File: src/rtl/ldm_stm_sequencer.sv
// Block-transfer micro-op sequencer (LDM/STM).
// Walks a captured register list lowest-index first, emitting one
// register index and word address per accepted cycle, then pulses the
// final writeback base for one cycle before returning to idle.
module ldm_stm_sequencer #(
    parameter int NREGS  = 16,
    parameter int IDXW   = $clog2(NREGS),
    parameter int AW     = 32,
    parameter int WBYTES = 4
) (
    input  logic             clk,
    input  logic             reset,
    input  logic             StartD,
    input  logic [NREGS-1:0] RegListD,
    input  logic [AW-1:0]    BaseD,
    input  logic             UpD,
    input  logic             PreD,
    input  logic             ReadyE,
    input  logic             FlushD,
    output logic             BusyD,
    output logic             UopValid,
    output logic [IDXW-1:0]  UopRd,
    output logic [AW-1:0]    UopAddr,
    output logic             UopFirst,
    output logic             UopLast,
    output logic             WBValid,
    output logic [AW-1:0]    WBBase
);
    localparam int            CW     = $clog2(NREGS + 1);
    localparam logic [AW-1:0] STRIDE = AW'(WBYTES);

    typedef enum logic [1:0] {IDLE, RUN, DONE} state_t;

    state_t           r_state;
    logic [NREGS-1:0] r_list;
    logic [CW-1:0]    r_cnt;
    logic [AW-1:0]    r_addr;
    logic [AW-1:0]    r_final;
    logic             r_busy;
    logic             r_valid;
    logic             r_first;
    logic             r_last;
    logic             r_wb_valid;
    logic [AW-1:0]    r_wb_base;

    logic [CW-1:0]    w_pop;
    logic [AW-1:0]    w_span;
    logic [AW-1:0]    w_start;
    logic [AW-1:0]    w_final;
    logic [IDXW-1:0]  w_rd;

    // Number of registers in the incoming list.
    always_comb begin
        w_pop = '0;
        for (int i = 0; i < NREGS; i++)
            w_pop = w_pop + CW'(RegListD[i]);
    end

    // Lowest register always goes to the lowest address, so the start
    // address is the bottom of the block in every addressing mode.
    always_comb begin
        w_span  = AW'(w_pop) * STRIDE;
        w_start = UpD ? (BaseD + (PreD ? STRIDE : '0))
                      : (BaseD - w_span + (PreD ? '0 : STRIDE));
        w_final = UpD ? (BaseD + w_span) : (BaseD - w_span);
    end

    // Index of the lowest set bit in the remaining list.
    always_comb begin
        w_rd = '0;
        for (int i = NREGS - 1; i >= 0; i--)
            if (r_list[i]) w_rd = IDXW'(i);
    end

    // Sequencer FSM with registered handshake/writeback outputs.
    always_ff @(posedge clk or posedge reset) begin
        if (reset) begin
            r_state    <= IDLE;
            r_list     <= '0;
            r_cnt      <= '0;
            r_addr     <= '0;
            r_final    <= '0;
            r_busy     <= 1'b0;
            r_valid    <= 1'b0;
            r_first    <= 1'b0;
            r_last     <= 1'b0;
            r_wb_valid <= 1'b0;
            r_wb_base  <= '0;
        end else begin
            r_wb_valid <= 1'b0;
            if (FlushD) begin
                r_state <= IDLE;
                r_list  <= '0;
                r_cnt   <= '0;
                r_busy  <= 1'b0;
                r_valid <= 1'b0;
                r_first <= 1'b0;
                r_last  <= 1'b0;
            end else begin
                case (r_state)
                    IDLE: if (StartD) begin
                        r_list  <= RegListD;
                        r_cnt   <= w_pop;
                        r_addr  <= w_start;
                        r_final <= w_final;
                        if (w_pop != '0) begin
                            r_state <= RUN;
                            r_busy  <= 1'b1;
                            r_valid <= 1'b1;
                            r_first <= 1'b1;
                            r_last  <= (w_pop == CW'(1));
                        end else begin
                            // Empty list: straight to writeback.
                            r_state    <= DONE;
                            r_wb_valid <= 1'b1;
                            r_wb_base  <= w_final;
                        end
                    end
                    RUN: if (ReadyE) begin
                        r_list  <= r_list & (r_list - NREGS'(1));
                        r_addr  <= r_addr + STRIDE;
                        r_cnt   <= r_cnt - CW'(1);
                        r_first <= 1'b0;
                        r_last  <= (r_cnt == CW'(2));
                        if (r_cnt == CW'(1)) begin
                            r_state    <= DONE;
                            r_busy     <= 1'b0;
                            r_valid    <= 1'b0;
                            r_last     <= 1'b0;
                            r_wb_valid <= 1'b1;
                            r_wb_base  <= r_final;
                        end
                    end
                    DONE:    r_state <= IDLE;
                    default: r_state <= IDLE;
                endcase
            end
        end
    end

    assign BusyD    = r_busy;
    assign UopValid = r_valid;
    assign UopRd    = w_rd;
    assign UopAddr  = r_addr;
    assign UopFirst = r_first;
    assign UopLast  = r_last;
    assign WBValid  = r_wb_valid;
    assign WBBase   = r_wb_base;

endmodule

File: config.mk
export PLATFORM = sky130hd
export DESIGN_NAME = ldm_stm_sequencer
export DESIGN_NICKNAME = d
export VERILOG_FILES = /design/src/rtl/ldm_stm_sequencer.sv
export SDC_FILE = /design/constraint.sdc
export NUM_CORES = 1
export LEC_CHECK = 0
export BUFFER_PORTS_ARGS = -buffer_cell sky130_fd_sc_hd__buf_4
export CAP_MARGIN = 20
export CELL_PAD_IN_SITES_DETAIL_PLACEMENT = 1
export CELL_PAD_IN_SITES_GLOBAL_PLACEMENT = 1
export CORE_ASPECT_RATIO = 1.1
export CORE_UTILIZATION = 44
export DETAILED_ROUTE_END_ITERATION = 16
export GPL_TIMING_DRIVEN = 0
export PLACE_DENSITY_LB_ADDON = 0.2
export SLEW_MARGIN = 20
export SYNTH_ARGS = -nofsm -noshare
export SYNTH_HDL_FRONTEND = slang
export SYNTH_SLANG_ARGS = --single-unit
File: constraint.sdc
create_clock -name clk -period 4.25 [get_ports clk]
set_input_delay 0.425 -clock clk [delete_from_list [all_inputs] [get_ports clk]]
set_output_delay 0.425 -clock clk [all_outputs]
set_load 0.01 [all_outputs]
After elaboration in Yosys (flattened, before gate mapping)
Index checks and enable logic that the tools add are counted.

Add/sub/neg operators: 22. Eq/ne operators: 12. Muxes and demuxes: 63. Bitwise logic cells: 2. Reduce and logical (&&, ||, !) cells: 11.

Operators by type and width (number): 32-bit two-way mux (8); 32-bit case mux with 2 select lines (2); 32-bit by 3-bit adder with 32-bit output (2); 4-bit two-way mux (16); 5-bit by 1-bit adder with 5-bit output (11); 16-bit two-way mux (3); 32-bit by 3-bit adder with 32-bit output, second input constant (1); 32-bit by 7-bit adder with 32-bit output (1); 16-bit case mux with 2 select lines (1); 32-bit by 7-bit subtractor with 32-bit output (1); 1-bit two-way mux (17); 16-bit AND (1); 16-bit by 1-bit subtractor with 16-bit output, second input constant (1); 5-bit two-way mux (3); 3-bit != test, second input constant (4); 5-bit by 1-bit equality test with 1-bit output, second input constant (2); 2-bit two-way mux (5); 5-bit case mux with 2 select lines (1); 3-bit AND reduction (3); 2-bit != test, second input constant (4); 1-bit case mux with 2 select lines (4); 4-bit AND reduction (2); 3-bit two-way mux (2); 6-bit AND reduction (1); other kinds (14) (14).

Register bits: 123. Input bits: 55. Output and inout bits: 73. Logic and storage cells: 120.

Depth between registers and ports, before layout
Word-level depth: 20. Depth in mapped cells: 25. Depth with buffers taken out: 24.

Worst setup path after synthesis
No wires, ideal clock.

Path type: input to register. Start: input RegListD[5]. End: register r_addr[23], in the netlist UopAddr[23]. Library setup time: 0.125 ns. Arrival: 6.472 ns. Required time: 4.125 ns. Setup slack: -2.347 ns. Stages: 23. Path buffers: 1. Cells stage by stage: inv_1 > fa_1 > inv_1 > fa_1 > fa_1 > inv_1 > fa_1 > inv_1 > ha_1 > inv_1 > fa_1 > xnor2_1 > ha_1 > nor2b_1 > a2111oi_0 > nor3_2 > xnor2_1 > or4_1 > buf_4 > nor4_4 > nand2_1 > xnor2_1 > a2111oi_0.

Cells in the longest elaborated chain, start to end: 16.

Ends and longest elaborated chain: start: declaration (RTL line 14) `input logic [NREGS-1:0] RegListD,`; 5-bit by 1-bit adder with 5-bit output (11 in series) (RTL line 56) `w_pop = w_pop + CW'(RegListD[i]);`; 32-bit by 7-bit subtractor with 32-bit output (RTL line 64) `: (BaseD - w_span + (PreD ? '0 : STRIDE));`; 32-bit by 3-bit adder with 32-bit output (RTL line 64); 32-bit two-way mux (RTL line 63) `w_start = UpD ? (BaseD + (PreD ? STRIDE : '0))`; 32-bit two-way mux (RTL line 101) `IDLE: if (StartD) begin`; 32-bit case mux with 2 select lines (RTL line 100) `case (r_state)`; end signal: assignment (RTL line 104) `r_addr <= w_start;`; end signal: assignment (RTL line 121) `r_addr <= r_addr + STRIDE;`; end: declaration (RTL line 37) `logic [AW-1:0] r_addr;`.

No other way between the ends. The select of a mux whose other input is x is not followed. A chain may end at the register's enable or synchronous reset.

Worst setup path after layout
Start: input RegListD[11]. End: register r_addr[29], in the netlist UopAddr[29].

Cells in the longest elaborated chain, start to end: 10.

Ends and longest elaborated chain (RTL line): 5-bit by 1-bit adder with 5-bit output (5 in series) (56); 32-bit by 7-bit subtractor with 32-bit output (64); 32-bit by 3-bit adder with 32-bit output (64); 32-bit two-way mux (63); 32-bit two-way mux (101); 32-bit case mux with 2 select lines (100).

No other way between the ends. The select of a mux whose other input is x is not followed.

==> impl_metrics.prom <==
# TYPE chip_impl_metric gauge
chip_impl_metric{name="synth.net_count",unit=""} 1307
chip_impl_metric{name="std_cell_rows",unit=""} 56
chip_impl_metric{name="clock_insertion_delay_worst_skew",unit="ns"} 0.43
chip_impl_metric{name="reg2reg_setup_slack",unit="ns"} 0.64
chip_impl_metric{name="ys_types",unit=""} 82
chip_impl_metric{name="syn_area_per_cell",unit="um2"} 7.90
chip_impl_metric{name="globalRoute.totalOverflow",unit=""} 0
chip_impl_metric{name="max-slew-margin-rel",unit=""} 0.277
chip_impl_info{name="synth_ff_type",value="sky130_fd_sc_hd__dfrtp_1"} 1
chip_impl_metric{name="die_area",unit="mm2"} 0.0224
chip_impl_metric{name="worst_clock_skew",unit="ns"} 0.0125
chip_impl_metric{name="avgViaCountPerCell",unit=""} 6.60
chip_impl_metric{name="clock_tree.htree_level_count",unit=""} 4
chip_impl_metric{name="final_hold_viol_count",unit=""} 0
chip_impl_metric{name="num_antenna_cells",unit=""} 0
chip_impl_info{name="violations",value="setup timing"} 1
chip_impl_metric{name="drt_pass1_iterations",unit=""} 6
chip_impl_metric{name="synth_seq_area_share",unit=""} 0.320
chip_impl_metric{name="route.antenna.remaining_nets",unit=""} 0
chip_impl_metric{name="io_pins",unit=""} 128
chip_impl_info{name="root_buffer",value="sky130_fd_sc_hd__clkbuf_16"} 1
chip_impl_metric{name="power_density",unit="mW/mm2"} 725
chip_impl_metric{name="slowest_delay",unit="ns"} 0.59
chip_impl_metric{name="critPathRequiredTime",unit="ns"} 4.55
chip_impl_metric{name="maxCapViolations",unit=""} 0
chip_impl_metric{name="fin_crit_sh",unit=""} 1.57
chip_impl_metric{name="fmax",unit="MHz"} 150
chip_impl_info{name="crit_path_end_kind",value="register"} 1
chip_impl_metric{name="wire_length_of_the_first_global_routing_pass",unit="um"} 66000
chip_impl_info{name="cp-start-kind",value="input port"} 1
chip_impl_metric{name="die_width",unit="um"} 143
chip_impl_metric{name="worst_pin_slew",unit="ns"} 1.08
chip_impl_metric{name="drc",unit=""} 0
chip_impl_metric{name="grt_start_max_net_pins",unit=""} 97
chip_impl_metric{name="vdd_ir_drop_max",unit="V"} 0.000889
chip_impl_metric{name="p_leak",unit="nW"} 5.98
chip_impl_info{name="tritoncts",value="yes"} 1
chip_impl_metric{name="layout-drive-gt1-share",unit=""} 0.358
chip_impl_metric{name="core_region_area",unit="mm2"} 0.0214
chip_impl_metric{name="gp_routability_congestion",unit=""} 0.980
chip_impl_metric{name="numCtsBuffers",unit=""} 17
chip_impl_metric{name="post-dp-hpwl",unit="um"} 28300
chip_impl_metric{name="crit_path_setup_slack_layout",unit="ns"} -2.43
chip_impl_metric{name="final_max_slew_viol_count",unit=""} 0
chip_impl_metric{name="postSynth.asyncResetShare",unit=""} 1.00
chip_impl_metric{name="ys_ff_latch",unit=""} 123
chip_impl_metric{name="critical_path_peak_fanout",unit=""} 6
chip_impl_metric{name="initial_core_util",unit=""} 0.449
chip_impl_metric{name="gr-usage-all-layers",unit=""} 0.391
chip_impl_info{name="hp-class",value="in -> reg"} 1
chip_impl_metric{name="setup_viol",unit=""} 96
chip_impl_info{name="timing.setup.critical_path_class",value="in -> reg"} 1
chip_impl_metric{name="synth_edf_count",unit=""} 0
chip_impl_metric{name="area_delta_synth_final",unit="%"} 48.8
chip_impl_metric{name="worstPathArrival",unit="ns"} 6.98
chip_impl_metric{name="clk_pin_slew",unit="ns"} 0.07
chip_impl_metric{name="post_synth_inst_count",unit=""} 1216
chip_impl_metric{name="cts_buffer_depth",unit=""} 2
chip_impl_metric{name="detailedPlace.worstSlack",unit="ns"} -3.13
chip_impl_metric{name="finish.net_count",unit=""} 1542
chip_impl_metric{name="portBuffers",unit=""} 108
chip_impl_info{name="outcome",value="complete, but fails checks"} 1
chip_impl_metric{name="vias",unit=""} 11585
chip_impl_metric{name="die_height",unit="um"} 157
chip_impl_metric{name="critical_path.n_buffers_inverters",unit=""} 8
chip_impl_metric{name="number_of_global_route_vias_before_repair",unit=""} 11402
chip_impl_metric{name="wire_per_inst",unit="um"} 27.9
chip_impl_metric{name="netlist_area_pre_place",unit="mm2"} 0.00961
chip_impl_metric{name="number_of_clock_sinks",unit=""} 123
chip_impl_metric{name="power",unit="mW"} 10.4
chip_impl_metric{name="antenna_violations_before_repair",unit=""} 0
chip_impl_info{name="critical_path.slowest_cell",value="sky130_fd_sc_hd__or4b_4"} 1
chip_impl_metric{name="yosys_warnings",unit=""} 0
chip_impl_info{name="rsz0062_at_grt",value="yes"} 1
chip_impl_metric{name="routed_wirelength",unit="um"} 48900
chip_impl_metric{name="post-route-min-period",unit="ns"} 6.68
chip_impl_metric{name="first_iter_violations",unit=""} 1083
chip_impl_info{name="critical-path-top-delay-family",value="adder cells"} 1
-- sequential cells by signal (all words and copies together), names as in the netlist, 2 cells and up --
register  cells
r_list       16
r_final      32
r_cnt         5
UopAddr      32
WBBase       32
r_state       2
-- cell usage in the layout (no fill, tap or decap), types with 36 or more instances in the layout --
cell / n
sky130_fd_sc_hd__dfrtp_1: 123
sky130_fd_sc_hd__a21oi_1: 58
sky130_fd_sc_hd__nand2_1: 145
sky130_fd_sc_hd__o21ai_0: 49
sky130_fd_sc_hd__nor2_1: 94
sky130_fd_sc_hd__inv_1: 43
sky130_fd_sc_hd__o21ai_1: 40
sky130_fd_sc_hd__nand3_1: 36
sky130_fd_sc_hd__clkbuf_1: 62
sky130_fd_sc_hd__buf_4: 175
sky130_fd_sc_hd__buf_6: 36
-- routing by layer --
| metal | GRT usage | share of wire | up-vias | wire length (um) |
|---|---|---|---|---|
| met5 | 0 | 0 | - | 0 |
| met2 | 0.680 | 0.49 | 807 | 23900 |
| li1 | - | - | 4786 | - |
| met3 | 0.0727 | 0.084 | 252 | 4100 |
| met4 | 0.171 | 0.061 | 0 | 2990 |
| met1 | 0.469 | 0.37 | 5740 | 17900 |
-- cell usage after synthesis (all sizes together), types with 21 or more instances --
cell type	n	share of area
nand2	155	0.061
dfrtp	123	0.32
o21ai	110	0.057
nor2	106	0.041
a21oi	74	0.039
clkbuf	70	0.027
xnor2	59	0.054
inv	56	0.022
nand3	52	0.027
nor3	42	0.023
xor2	36	0.033
ha	24	0.031
nor4	24	0.021
nand4	21	0.014
o211ai	21	0.016
-- report_power, final --
| group | switching (mW) | total [mW] | internal [mW] |
|---|---|---|---|
| clock | 0.608 | 1.48 | 0.874 |
| sequential | 0.511 | 2.18 | 1.67 |
| combinational | 3.80 | 6.69 | 2.90 |
| total | 4.92 | 10.4 | 5.44 |
-- worst reg2reg max path, cell delays in order, from the launching register on --
cell and delay [ns]:
sky130_fd_sc_hd__dfrtp_1 0.32, sky130_fd_sc_hd__clkbuf_1 0.41, sky130_fd_sc_hd__nand2_1 0.16, sky130_fd_sc_hd__a21oi_1 0.61, sky130_fd_sc_hd__nor2b_1 0.27, sky130_fd_sc_hd__clkbuf_1 0.28
sky130_fd_sc_hd__nand2_1 0.29, sky130_fd_sc_hd__nor2_1 0.35, sky130_fd_sc_hd__clkbuf_1 0.54, sky130_fd_sc_hd__a211oi_1 0.23
-- cells by family (layout without fill, tap and decap cells) --
group / count (synthesis) / count (layout) / share of synthesized area
AND/OR/NAND/NOR: 485 / 485 / 0.250
AO/OA/AOI/OAI: 317 / 317 / 0.206
buffers and inverters: 139 / 387 / 0.0574
flip-flops: 123 / 123 / 0.320
XOR/XNOR: 95 / 95 / 0.0866
adder cells (fa/ha/maj): 36 / 36 / 0.0563
multiplexers: 21 / 21 / 0.0224
-- area by class of cell --
class                      count  area, um2
multi-input combinational    954       7670
clock inverter                15        165
timing repair buffer         217       1880
sequential                   123       3080
fill                        2402       7080
clock buffer                  17        425
tap                          290        363
buffer                        81        477
inverter                      57        236
-- stage by stage --
stage	utilization	TNS [ns]	instances	cell area, um2	hold WS (ns)
2_1_floorplan	-	-80.17	1216	10000	0.445
3_5_place_dp	0.525	-173.41	1615	11200	0.390
5_1_grt	0.669	-143.69	1754	14300	0.225
3_3_place_gp	0.524	-286.41	1614	11200	0.457
6_report	0.669	-132.91	1754	14300	0.223
4_1_cts	0.632	-121.58	1722	13500	0.236
-- worst paths after layout --
kind                            depth (start not counted)                 endpoint                   start
worst min-delay path                                    2   r_list[11]$_DFFE_PP0P_            RegListD[11]
worst max-delay path                                   25  UopAddr[29]$_DFFE_PP0P_            RegListD[11]
worst min register to register                          2   r_final[6]$_DFFE_PP0P_  r_final[6]$_DFFE_PP0P_
worst max register to register                          9  UopAddr[29]$_DFFE_PP0P_  r_state[0]$_DFFE_PP0P_
min in group asynchronous                               3   UopAddr[3]$_DFFE_PP0P_                   reset
max in group asynchronous                               4   WBBase[30]$_DFFE_PP0P_                   reset
-- what timing repair did --
action | in CTS | in global routing
gates cloned | 1 | 6
hold buffers | 1 | 0
pin swaps | 83 | 70
buffers inserted | 74 | 31
setup endpoints to repair | 96 | 96
endpoints found under the hold margin | 27 | 0
gates resized for setup | 210 | 106
Note: power is estimated with default switching activity, not from simulation.
